`src/rtl/apb_cmd_pkg.sv`:
```
// Shared types and default widths for the APB command initiator.
package apb_cmd_pkg;

   localparam int ADDR_WIDTH_DEF     = 12;
   localparam int DATA_WIDTH_DEF     = 32;
   localparam int WAIT_CNT_WIDTH_DEF = 8;
   localparam int TIMEOUT_DEF        = 16;

   typedef enum logic [1:0] {
      IDLE   = 2'b00,
      SETUP  = 2'b01,
      ACCESS = 2'b10,
      RESP   = 2'b11
   } state_e;

   typedef struct packed {
      logic                      write;
      logic [ADDR_WIDTH_DEF-1:0] addr;
      logic [DATA_WIDTH_DEF-1:0] wdata;
   } cmd_t;

   typedef struct packed {
      logic [DATA_WIDTH_DEF-1:0]     rdata;
      logic                          err;
      logic [WAIT_CNT_WIDTH_DEF-1:0] wait_cnt;
   } rsp_t;

endpackage

```
`src/rtl/apb_wait_counter.sv`:
```
// Saturating ACCESS wait-state counter with clear and increment.
// Build option APB_CMD_INITIATOR_TIMEOUT_EN adds the terminal-count flag tc_o.
module apb_wait_counter #(
   parameter int WIDTH = 8
`ifdef APB_CMD_INITIATOR_TIMEOUT_EN
   , parameter int TERMINAL = 16
`endif
) (
   input  logic             clk_i,
   input  logic             rst_i,
   input  logic             clr_i,
   input  logic             inc_i,
`ifdef APB_CMD_INITIATOR_TIMEOUT_EN
   output logic             tc_o,
`endif
   output logic [WIDTH-1:0] cnt_o
);

   logic [WIDTH-1:0] cnt_q;
   logic [WIDTH-1:0] cnt_d;

   always_comb begin
      cnt_d = cnt_q;
      if (clr_i) begin
         cnt_d = '0;
      end else if (inc_i && (cnt_q != {WIDTH{1'b1}})) begin
         cnt_d = cnt_q + WIDTH'(1);
      end else begin
         cnt_d = cnt_q;
      end
   end

   always_ff @(posedge clk_i) begin
      if (rst_i) begin
         cnt_q <= '0;
      end else begin
         cnt_q <= cnt_d;
      end
   end

`ifdef APB_CMD_INITIATOR_TIMEOUT_EN
   // Fires during the TERMINAL-th stalled cycle so the abort costs no extra cycle.
   localparam logic [WIDTH-1:0] TC_LAST = WIDTH'(TERMINAL - 1);
   assign tc_o = inc_i && (cnt_q == TC_LAST);
`endif

   assign cnt_o = cnt_q;

endmodule

```
`src/rtl/apb_cmd_initiator.sv`:
```
// Valid/ready command stream to single APB3 transfers, one outstanding at a time.
// Build option APB_CMD_INITIATOR_TIMEOUT_EN enables the ACCESS-phase timeout abort.
module apb_cmd_initiator
   import apb_cmd_pkg::*;
#(
   parameter int ADDR_WIDTH     = ADDR_WIDTH_DEF,
   parameter int DATA_WIDTH     = DATA_WIDTH_DEF,
   parameter int WAIT_CNT_WIDTH = WAIT_CNT_WIDTH_DEF
`ifdef APB_CMD_INITIATOR_TIMEOUT_EN
   , parameter int TIMEOUT      = TIMEOUT_DEF
`endif
) (
   input  logic                      HCLK,
   input  logic                      HRESET,
   input  logic                      cmd_valid,
   output logic                      cmd_ready,
   input  logic                      cmd_write,
   input  logic [ADDR_WIDTH-1:0]     cmd_addr,
   input  logic [DATA_WIDTH-1:0]     cmd_wdata,
   output logic                      rsp_valid,
   input  logic                      rsp_ready,
   output logic [DATA_WIDTH-1:0]     rsp_rdata,
   output logic                      rsp_err,
   output logic [WAIT_CNT_WIDTH-1:0] rsp_wait,
   output logic [ADDR_WIDTH-1:0]     PADDR,
   output logic [DATA_WIDTH-1:0]     PWDATA,
   output logic                      PWRITE,
   output logic                      PSEL,
   output logic                      PENABLE,
   input  logic [DATA_WIDTH-1:0]     PRDATA,
   input  logic                      PREADY,
   input  logic                      PSLVERR
);

   state_e                state_q, state_d;
   logic                  cmd_ready_q, cmd_ready_d;
   logic                  psel_q, psel_d;
   logic                  penable_q, penable_d;
   logic                  pwrite_q, pwrite_d;
   logic [ADDR_WIDTH-1:0] paddr_q, paddr_d;
   logic [DATA_WIDTH-1:0] pwdata_q, pwdata_d;
   logic                  rsp_valid_q, rsp_valid_d;
   logic [DATA_WIDTH-1:0] rsp_rdata_q, rsp_rdata_d;
   logic                  rsp_err_q, rsp_err_d;
   logic                  wait_clr_s;
   logic                  wait_inc_s;
`ifdef APB_CMD_INITIATOR_TIMEOUT_EN
   logic                  wait_tc_s;
`endif

   assign wait_clr_s = (state_q == IDLE);
   assign wait_inc_s = (state_q == ACCESS) && !PREADY;

   apb_wait_counter #(
      .WIDTH    (WAIT_CNT_WIDTH)
`ifdef APB_CMD_INITIATOR_TIMEOUT_EN
      , .TERMINAL (TIMEOUT)
`endif
   ) u_wait_counter (
      .clk_i (HCLK),
      .rst_i (HRESET),
      .clr_i (wait_clr_s),
      .inc_i (wait_inc_s),
`ifdef APB_CMD_INITIATOR_TIMEOUT_EN
      .tc_o  (wait_tc_s),
`endif
      .cnt_o (rsp_wait)
   );

   always_comb begin
      state_d     = state_q;
      psel_d      = psel_q;
      penable_d   = penable_q;
      pwrite_d    = pwrite_q;
      paddr_d     = paddr_q;
      pwdata_d    = pwdata_q;
      rsp_valid_d = rsp_valid_q;
      rsp_rdata_d = rsp_rdata_q;
      rsp_err_d   = rsp_err_q;
      case (state_q)
         IDLE: begin
            if (cmd_valid && cmd_ready_q) begin
               state_d  = SETUP;
               psel_d   = 1'b1;
               pwrite_d = cmd_write;
               paddr_d  = cmd_addr;
               pwdata_d = cmd_wdata;
            end else begin
               state_d = IDLE;
            end
         end
         SETUP: begin
            state_d   = ACCESS;
            penable_d = 1'b1;
         end
         ACCESS: begin
            // Leaving ACCESS always returns the bus to all-zero idle values.
            if (PREADY) begin
               state_d     = RESP;
               rsp_rdata_d = pwrite_q ? '0 : PRDATA;
               rsp_err_d   = PSLVERR;
`ifdef APB_CMD_INITIATOR_TIMEOUT_EN
            end else if (wait_tc_s) begin
               state_d     = RESP;
               rsp_rdata_d = '0;
               rsp_err_d   = 1'b1;
`endif
            end else begin
               state_d = ACCESS;
            end
            if (state_d == RESP) begin
               psel_d      = 1'b0;
               penable_d   = 1'b0;
               pwrite_d    = 1'b0;
               paddr_d     = '0;
               pwdata_d    = '0;
               rsp_valid_d = 1'b1;
            end else begin
               rsp_valid_d = 1'b0;
            end
         end
         RESP: begin
            if (rsp_ready) begin
               state_d     = IDLE;
               rsp_valid_d = 1'b0;
            end else begin
               state_d = RESP;
            end
         end
         default: begin
            state_d     = IDLE;
            psel_d      = 1'b0;
            penable_d   = 1'b0;
            rsp_valid_d = 1'b0;
         end
      endcase
      cmd_ready_d = (state_d == IDLE);
   end

   always_ff @(posedge HCLK) begin
      if (HRESET) begin
         state_q     <= IDLE;
         cmd_ready_q <= 1'b0;
         psel_q      <= 1'b0;
         penable_q   <= 1'b0;
         pwrite_q    <= 1'b0;
         paddr_q     <= '0;
         pwdata_q    <= '0;
         rsp_valid_q <= 1'b0;
         rsp_rdata_q <= '0;
         rsp_err_q   <= 1'b0;
      end else begin
         state_q     <= state_d;
         cmd_ready_q <= cmd_ready_d;
         psel_q      <= psel_d;
         penable_q   <= penable_d;
         pwrite_q    <= pwrite_d;
         paddr_q     <= paddr_d;
         pwdata_q    <= pwdata_d;
         rsp_valid_q <= rsp_valid_d;
         rsp_rdata_q <= rsp_rdata_d;
         rsp_err_q   <= rsp_err_d;
      end
   end

   assign cmd_ready = cmd_ready_q;
   assign PSEL      = psel_q;
   assign PENABLE   = penable_q;
   assign PWRITE    = pwrite_q;
   assign PADDR     = paddr_q;
   assign PWDATA    = pwdata_q;
   assign rsp_valid = rsp_valid_q;
   assign rsp_rdata = rsp_rdata_q;
   assign rsp_err   = rsp_err_q;

endmodule

```
`config.mk`:
```
export PLATFORM = sky130hd
export DESIGN_NAME = apb_cmd_initiator
export DESIGN_NICKNAME = d
export VERILOG_FILES = /design/src/rtl/apb_cmd_pkg.sv /design/src/rtl/apb_wait_counter.sv /design/src/rtl/apb_cmd_initiator.sv
export SDC_FILE = /design/constraint.sdc
export NUM_CORES = 1
export LEC_CHECK = 0
export ABC_AREA = 1
export CORE_ASPECT_RATIO = 1.25
export CORE_MARGIN = 5
export CORE_UTILIZATION = 43
export CTS_CLUSTER_SIZE = 28
export DETAILED_ROUTE_END_ITERATION = 8
export PLACE_DENSITY = 0.85
export SLEW_MARGIN = 5
export SYNTH_ARGS = -nofsm -noshare
export SYNTH_HDL_FRONTEND = slang
export SYNTH_SLANG_ARGS = --single-unit
```
`constraint.sdc`:
```
create_clock -name HCLK -period 4.2 [get_ports HCLK]
set_clock_uncertainty 0.15 [all_clocks]
set_input_delay 0.84 -clock HCLK [delete_from_list [all_inputs] [get_ports HCLK]]
set_output_delay 0.84 -clock HCLK [all_outputs]
set_load 0.03 [all_outputs]
```
==> impl_metrics.sql, run 1 <==
INSERT INTO impl_metrics (metric_group, metric, value, unit) VALUES
('run_status', 'run_status', 'finished clean', ''),
('cts', 'cts_resized', '0', ''),
('cts', 'clk_pin_slew_worst_paths', '0.08', 'ns'),
('pwr', 'ir_worst_vdd', '0.0002605', 'V'),
('logic_synthesis', 'postSynth.topFlopCell', 'dfxtp_1', ''),
('logic_synthesis', 'syn_avg_cell_area', '7.727', 'sq um'),
('sta', 'final_min_period_over_clock_period', '0.6174', ''),
('cts', 'cts_root_buf', 'clkbuf_8', ''),
('logic_synthesis', 'yosysTopAreaCell', 'dfxtp_1', ''),
('floorplanning', 'fp.dieH', '110.4', 'um'),
('grt', 'number_of_global_route_vias_before_repair', '3571', ''),
('grt', 'grt_remaining_overflow', '0', ''),
('grt', 'grt_antenna_before_repair', '0', ''),
('floorplanning', 'fp.dieArea', '9977', 'sq um'),
('placement', 'gpl.final_weighted_congestion', '0.8579', ''),
('setup_path', 'cp_data_required_time', '4.24', 'ns'),
('route', 'drt_first_iter_violations', '243', ''),
('cts', 'number_of_setup_buffers_added_after_cts', '0', ''),
('sta', 'totalNegativeSetupSlack', '0', 'ns'),
('floorplanning', 'core_area', '7838', 'sq um'),
('sta', 'layout_min_cycle_time', '2.593', 'ns'),
('logic_synthesis', 'synth_top_cells_by_count', 'nand2_1, dfxtp_1, a21oi_1', ''),
('sta', 'worst_pin_slew', '1.035', 'ns'),
('placement', 'dp.final_hpwl', '7854', 'um'),
('logic_synthesis', 'synthesis.area', '3470', 'sq um'),
('floorplanning', 'fp.dieW', '90.35', 'um'),
('sta', 'setup_repair_after_global_routing_missed_its_margin', 'no', ''),
('finish', 'area.growth.synth_to_final', '54.02', '%'),
('route', 'avgRoutedWirePerCell', '15.63', 'um'),
('setup_path', 'path_class', 'reg -> reg', ''),
('grt', 'global_route.usage.total', '0.2118', ''),
('cts', 'insertion_delay', '0.35', 'ns'),
('logic_synthesis', 'postSynthRegisterBits', '92', ''),
('cts', 'cts_num_sinks', '92', ''),
('setup_path', 'setup.worst_path.end_class', 'flip-flop', ''),
('logic_synthesis', 'ys_types', '19', ''),
('cts', 'cts.path.max_buffers', '2', ''),
('setup_path', 'start_kind', 'flip-flop', ''),
('grt', 'grt_max_degree', '49', ''),
('sta', 'finalSetupViolations', '0', ''),
('grt', 'grt_pass1_wl', '17440', 'um'),
('route', 'drtPass1Iterations', '4', ''),
('pwr', 'power.density_cell_area', '385.6', 'nW/um^2'),
('cts', 'cts_hold_repair.buffers', '0', ''),
('route', 'antenna_left', '0', ''),
('floorplanning', 'ios', '173', ''),
('logic_synthesis', 'synth_top_area_frac', '0.5308', ''),
('route', 'post-route-drc-count', '0', ''),
('logic_synthesis', 'synth.top_cells.by_area', 'dfxtp_1, nand2_1, a21oi_1, nand4_1, clkbuf_1', ''),
('setup_path', 'path_max_fanout', '47', ''),
('logic_synthesis', 'portion_of_the_post_synthesis_area_used_by_sequential_elements', '0.5308', ''),
('setup_path', 'worstPathArrival', '2.64', 'ns'),
('logic_synthesis', 'synth-async-reset-ratio', '0', ''),
('cts', 'tritoncts_clock_tree', 'yes', ''),
('finish', 'layout-drive-gt1-share', '0.03454', ''),
('logic_synthesis', 'syn-instance-count', '449', ''),
('logic_synthesis', 'yosysWarningCount', '0', ''),
('floorplanning', 'row_count', '36', ''),
('sta', 'maxClockFrequency', '0.3856', 'GHz'),
('route', 'route.final.wire_length', '10990', 'um'),
('pwr', 'power_leakage', '0.001859', 'uW'),
('floorplanning', 'initial_standard_cell_utilization_of_the_core', '0.4427', ''),
('hold_path', 'timing.hold.worst.class', 'reg -> reg', ''),
('sta', 'hold_violations', '0', ''),
('route', 'routed-via-count', '3638', ''),
('pwr', 'power.total', '2060', 'uW'),
('logic_synthesis', 'yosys.cell_count.top_type', 'nand2_1', ''),
('cts', 'cts.htree.levels', '3', ''),
('placement', 'io_buffers', '172', ''),
('sta', 'report.final.slew_viol_count', '0', ''),
('logic_synthesis', 'postSynthNetCount', '533', ''),
('logic_synthesis', 'number_of_enable_type_register_cells_in_the_synthesized_netlist', '0', ''),
('sta', 'slew_headroom', '0.3094', ''),
('finish', 'antenna-diode-count', '0', ''),
('run', 'cap_violations', '0', ''),
('finish', 'num-nets-final', '687', ''),
('route', 'viasPerCell', '5.175', ''),
('cts', 'cts_made_buffers', '9', '');
==> where the power goes <==
part | switching, uW | total, uW | internal [uW]
registers | 37.9 | 973 | 936
logic | 319 | 537 | 218
clock network | 286 | 550 | 264
total | 643 | 2060 | 1420
==> cell families after synthesis <==
kind of cell    count (synthesis)  share of synthesized area
simple gates                  221                     0.2744
flops                          92                     0.5308
compound gates                 88                     0.1269
buf+inv                        46                    0.06166
xor+xnor                        1                   0.002525
fa+ha+maj                       1                   0.003606
==> path summary, 6_finish.rpt <==
path         cells after the start        from          to  slack (ns)
max                              7  state_q[1]   PWDATA[7]        1.61
min                              2  PWDATA[28]  PWDATA[28]        0.31
max reg2reg                      7  state_q[1]   PWDATA[7]        1.61
min reg2reg                      2  PWDATA[28]  PWDATA[28]        0.31
==> routing by layer <==
| layer | global-route usage | wire length (um) | vias up |
|---|---|---|---|
| li1 | - | - | 1791 |
| met1 | 0.2183 | 4011 | 1690 |
| met2 | 0.3848 | 5876 | 120 |
| met3 | 0.04830 | 613 | 37 |
| met4 | 0.1241 | 487 | 0 |
| met5 | 0 | 0 | - |
==> flip-flops by register name, summed over array words and instances, names as in the netlist, 2 cells and up <==
| register | flops |
|---|---|
| PADDR | 12 |
| u_wait_counter.cnt_o | 8 |
| state_q | 2 |
| PWDATA | 32 |
| rsp_rdata | 32 |
==> stage by stage <==
stage	utilization	hold slack (ns)	std cells	instance area [sq um]	setup WS, ns
2_1_floorplan	-	0.3838	449	3470	2.330
4_1_cts	0.6818	0.3157	703	5344	1.605
3_5_place_dp	0.6587	0.3042	687	5162	1.305
5_1_grt	0.6818	0.3299	703	5344	1.335
3_3_place_gp	0.6587	0.2972	687	5162	1.385
6_report	0.6818	0.3135	703	5344	1.607
==> layout make-up <==
type	count	area, sq um
Clock buffer	15	176.4
Clock inverter	1	5.005
Tap cell	95	118.9
Fill cell	660	2494
Timing Repair Buffer	174	1732
Multi-Input combinational cell	311	1414
Sequential cell	92	1842
Inverter	15	56.30
==> worst max-delay path: stages, from the launching register on <==
cell and delay (ns):
dfxtp_1 0.42, inv_2 0.07, nor2_4 0.59, nand2_4 0.43, nand2_1 0.18, inv_2 0.30, nand2_1 0.18, a21oi_1 0.08
==> placed cells by master, fill, tap and decap left out, types with 2 or more instances in the layout <==
master / count
clkbuf_8: 12
inv_1: 12
nand2_1: 157
nand3_1: 10
clkdlybuf4s50_1: 171
buf_4: 2
nand4_1: 33
inv_2: 3
nor2_1: 15
dfxtp_1: 92
a21oi_1: 87
clkbuf_1: 3
nand3b_1: 3
No activity file was read; power rests on OpenSTA's default activity.
==> run 2: changes to the inputs <==
- CORE_UTILIZATION: 43 -> 40
- PLACE_DENSITY: 0.85 -> 0.8
- clock period: 4.2 -> 2.41 ns (I/O delays scaled with it)
==> impl_metrics.sql, run 2 (synthesis results as in run 1) <==
INSERT INTO impl_metrics (metric_group, metric, value, unit) VALUES
('sta', 'slew_headroom', '0.6902', ''),
('sta', 'report.final.slew_viol_count', '0', ''),
('grt', 'met2_usage', '0.3631', ''),
('cts', 'cts_made_buffers', '9', ''),
('finish', 'antenna-diode-count', '0', ''),
('floorplanning', 'core_area', '8558', 'sq um'),
('run', 'cap_violations', '0', ''),
('grt', 'grt_util_met3', '0.05917', ''),
('setup_path', 'worstPathArrival', '1.55', 'ns'),
('grt', 'grt_antenna_before_repair', '0', ''),
('placement', 'io_buffers', '172', ''),
('pwr', 'power_leakage', '0.001908', 'uW'),
('setup_path', 'path_class', 'reg -> out', ''),
('route', 'routed-via-count', '3633', ''),
('sta', 'hold_violations', '0', ''),
('pwr', 'power.total', '3759', 'uW'),
('placement', 'gpl.final_weighted_congestion', '0.8114', ''),
('floorplanning', 'initial_standard_cell_utilization_of_the_core', '0.4054', ''),
('grt', 'grtUsageMet1', '0.2142', ''),
('cts', 'number_of_setup_buffers_added_after_cts', '0', ''),
('finish', 'area.growth.synth_to_final', '57.23', '%'),
('grt', 'grt_remaining_overflow', '0', ''),
('route', 'post-route-drc-count', '0', ''),
('cts', 'clk_pin_slew_worst_paths', '0.09', 'ns'),
('route', 'drt_first_iter_violations', '215', ''),
('finish', 'layout-drive-gt1-share', '0.04731', ''),
('floorplanning', 'row_count', '38', ''),
('cts', 'tritoncts_clock_tree', 'yes', ''),
('setup_path', 'path_max_fanout', '7', ''),
('sta', 'final_min_period_over_clock_period', '0.9054', ''),
('setup_path', 'reg2reg_setup_slack', '0.64', 'ns'),
('pwr', 'ir_worst_vdd', '0.0005088', 'V'),
('hold_path', 'timing.hold.worst.class', 'reg -> reg', ''),
('finish', 'num-nets-final', '692', ''),
('setup_path', 'critical_path_depth', '1', ''),
('finish', 'footprint_of_the_flip_flops_and_latches', '1842', 'sq um'),
('setup_path', 'cp_data_required_time', '1.78', 'ns'),
('grt', 'grt_max_degree', '84', ''),
('grt', 'grt_pass1_wl', '17030', 'um'),
('grt', 'number_of_global_route_vias_before_repair', '3579', ''),
('grt', 'globalRoute.busiestLayer', 'met2', ''),
('setup_path', 'crit_slowest_cell', 'clkdlybuf4s50_1', ''),
('grt', 'global_route.usage.total', '0.2024', ''),
('sta', 'totalNegativeSetupSlack', '0', 'ns'),
('sta', 'worst_pin_slew', '0.4629', 'ns'),
('setup_path', 'worst_setup_endpoint', 'rsp_wait[2]', ''),
('finish', 'multiInputGateArea', '1414', 'sq um'),
('finish', 'final.fill_count', '727', ''),
('setup_path', 'crit_path_cell_trace', 'clkdlybuf4s50_1', ''),
('setup_path', 'worst_r2r_path_depth', '7', ''),
('setup_path', 'timing.critical_path.slowest_cell_delay', '0.72', 'ns'),
('floorplanning', 'fp.dieH', '114.1', 'um'),
('cts', 'cts_root_buf', 'clkbuf_8', ''),
('placement', 'dp.final_hpwl', '7796', 'um'),
('cts', 'cts.htree.levels', '3', ''),
('setup_path', 'rr_startpoint', 'u_wait_counter.cnt_o[0]', ''),
('finish', 'mostFrequentLayoutCells', 'clkdlybuf4s50_1, nand2_1, dfxtp_1, a21oi_1, nand4_1', ''),
('cts', 'cts_hold_repair.buffers', '0', ''),
('cts', 'cts_num_sinks', '92', ''),
('sta', 'layout_min_cycle_time', '2.182', 'ns'),
('run_status', 'run_status', 'finished clean', ''),
('setup_path', 'r2r-end', 'u_wait_counter.cnt_o[4]', ''),
('floorplanning', 'fp.dieArea', '10650', 'sq um'),
('floorplanning', 'fp.dieW', '93.30', 'um'),
('route', 'avgRoutedWirePerCell', '15.45', 'um'),
('floorplanning', 'ios', '173', ''),
('setup_path', 'worst_path_dominant_cell_family', 'buffers and inverters', ''),
('sta', 'setup_repair_after_global_routing_missed_its_margin', 'no', ''),
('cts', 'cts_resized', '0', ''),
('route', 'antenna_left', '0', ''),
('sta', 'maxClockFrequency', '0.4583', 'GHz'),
('setup_path', 'timing.critical_path.buf_inv', '1', ''),
('route', 'route.final.wire_length', '11020', 'um'),
('cts', 'insertion_delay', '0.36', 'ns'),
('setup_path', 'start_kind', 'flip-flop', ''),
('setup_path', 'setup.worst_path.end_class', 'primary output', ''),
('route', 'drtPass1Iterations', '5', ''),
('finish', 'layout.cells.most_common', 'clkdlybuf4s50_1', ''),
('sta', 'finalSetupViolations', '0', ''),
('setup_path', 'critical_path.startpoint', 'u_wait_counter.cnt_o[2]', ''),
('cts', 'cts.path.max_buffers', '2', ''),
('pwr', 'power.density_cell_area', '689.1', 'nW/um^2'),
('route', 'viasPerCell', '5.095', '');
-- run 2: cell types whose count changed in the layout (fill, tap and decap cells not counted) --
cell,previous run,this run
buf_12,0,3
clkbuf_1,3,0
buf_4,2,4
clkinv_4,0,2
bufinv_16,0,1
clkbuf_8,12,11
clkinvlp_4,0,1
-- run 2: how the worst min path moves through the flow --
stage / startpoint / to / cells past startpoint
floorplan: state_q[1] / state_q[0] / 2
finish: PWDATA[16] / PWDATA[16] / 2
CTS: PWDATA[16] / PWDATA[16] / 2
detailed placement: PWDATA[16] / PWDATA[16] / 2
global placement: PADDR[0] / PADDR[0] / 2
global route: PADDR[6] / PADDR[6] / 2
-- run 2: metal layers --
layer / routed length [um] / share of wire
met5: 0 / 0
met4: 335 / 0.030
met3: 620 / 0.056
met2: 5823 / 0.53
met1: 4240 / 0.38
-- run 2: layout make-up --
class	count	area share
well taps	100	0.02294
repair buffers	179	0.3312
flip-flops and latches	92	0.3376
inverters	15	0.01032
multi-input cells	311	0.2592
clock buffers	11	0.02775
clock inverters	5	0.01101
-- run 2: stage by stage --
step	hold slack (ns)	utilization	instances	cell area (sq um)	worst slack, ns
6_report	0.3125	0.6374	713	5455	0.2280
5_1_grt	0.3379	0.6374	713	5455	0.1688
4_1_cts	0.3159	0.6374	713	5455	0.1995
3_5_place_dp	0.3034	0.6127	697	5244	0.3325
3_3_place_gp	0.2970	0.6127	697	5244	0.3842
2_1_floorplan	0.3838	-	449	3470	0.7028
-- run 2: power breakdown --
group          leakage [uW]  switching [uW]  internal [uW]
clock              0.000106             547            538
combinational       0.00106             566            413
sequential         0.000746            64.5           1630
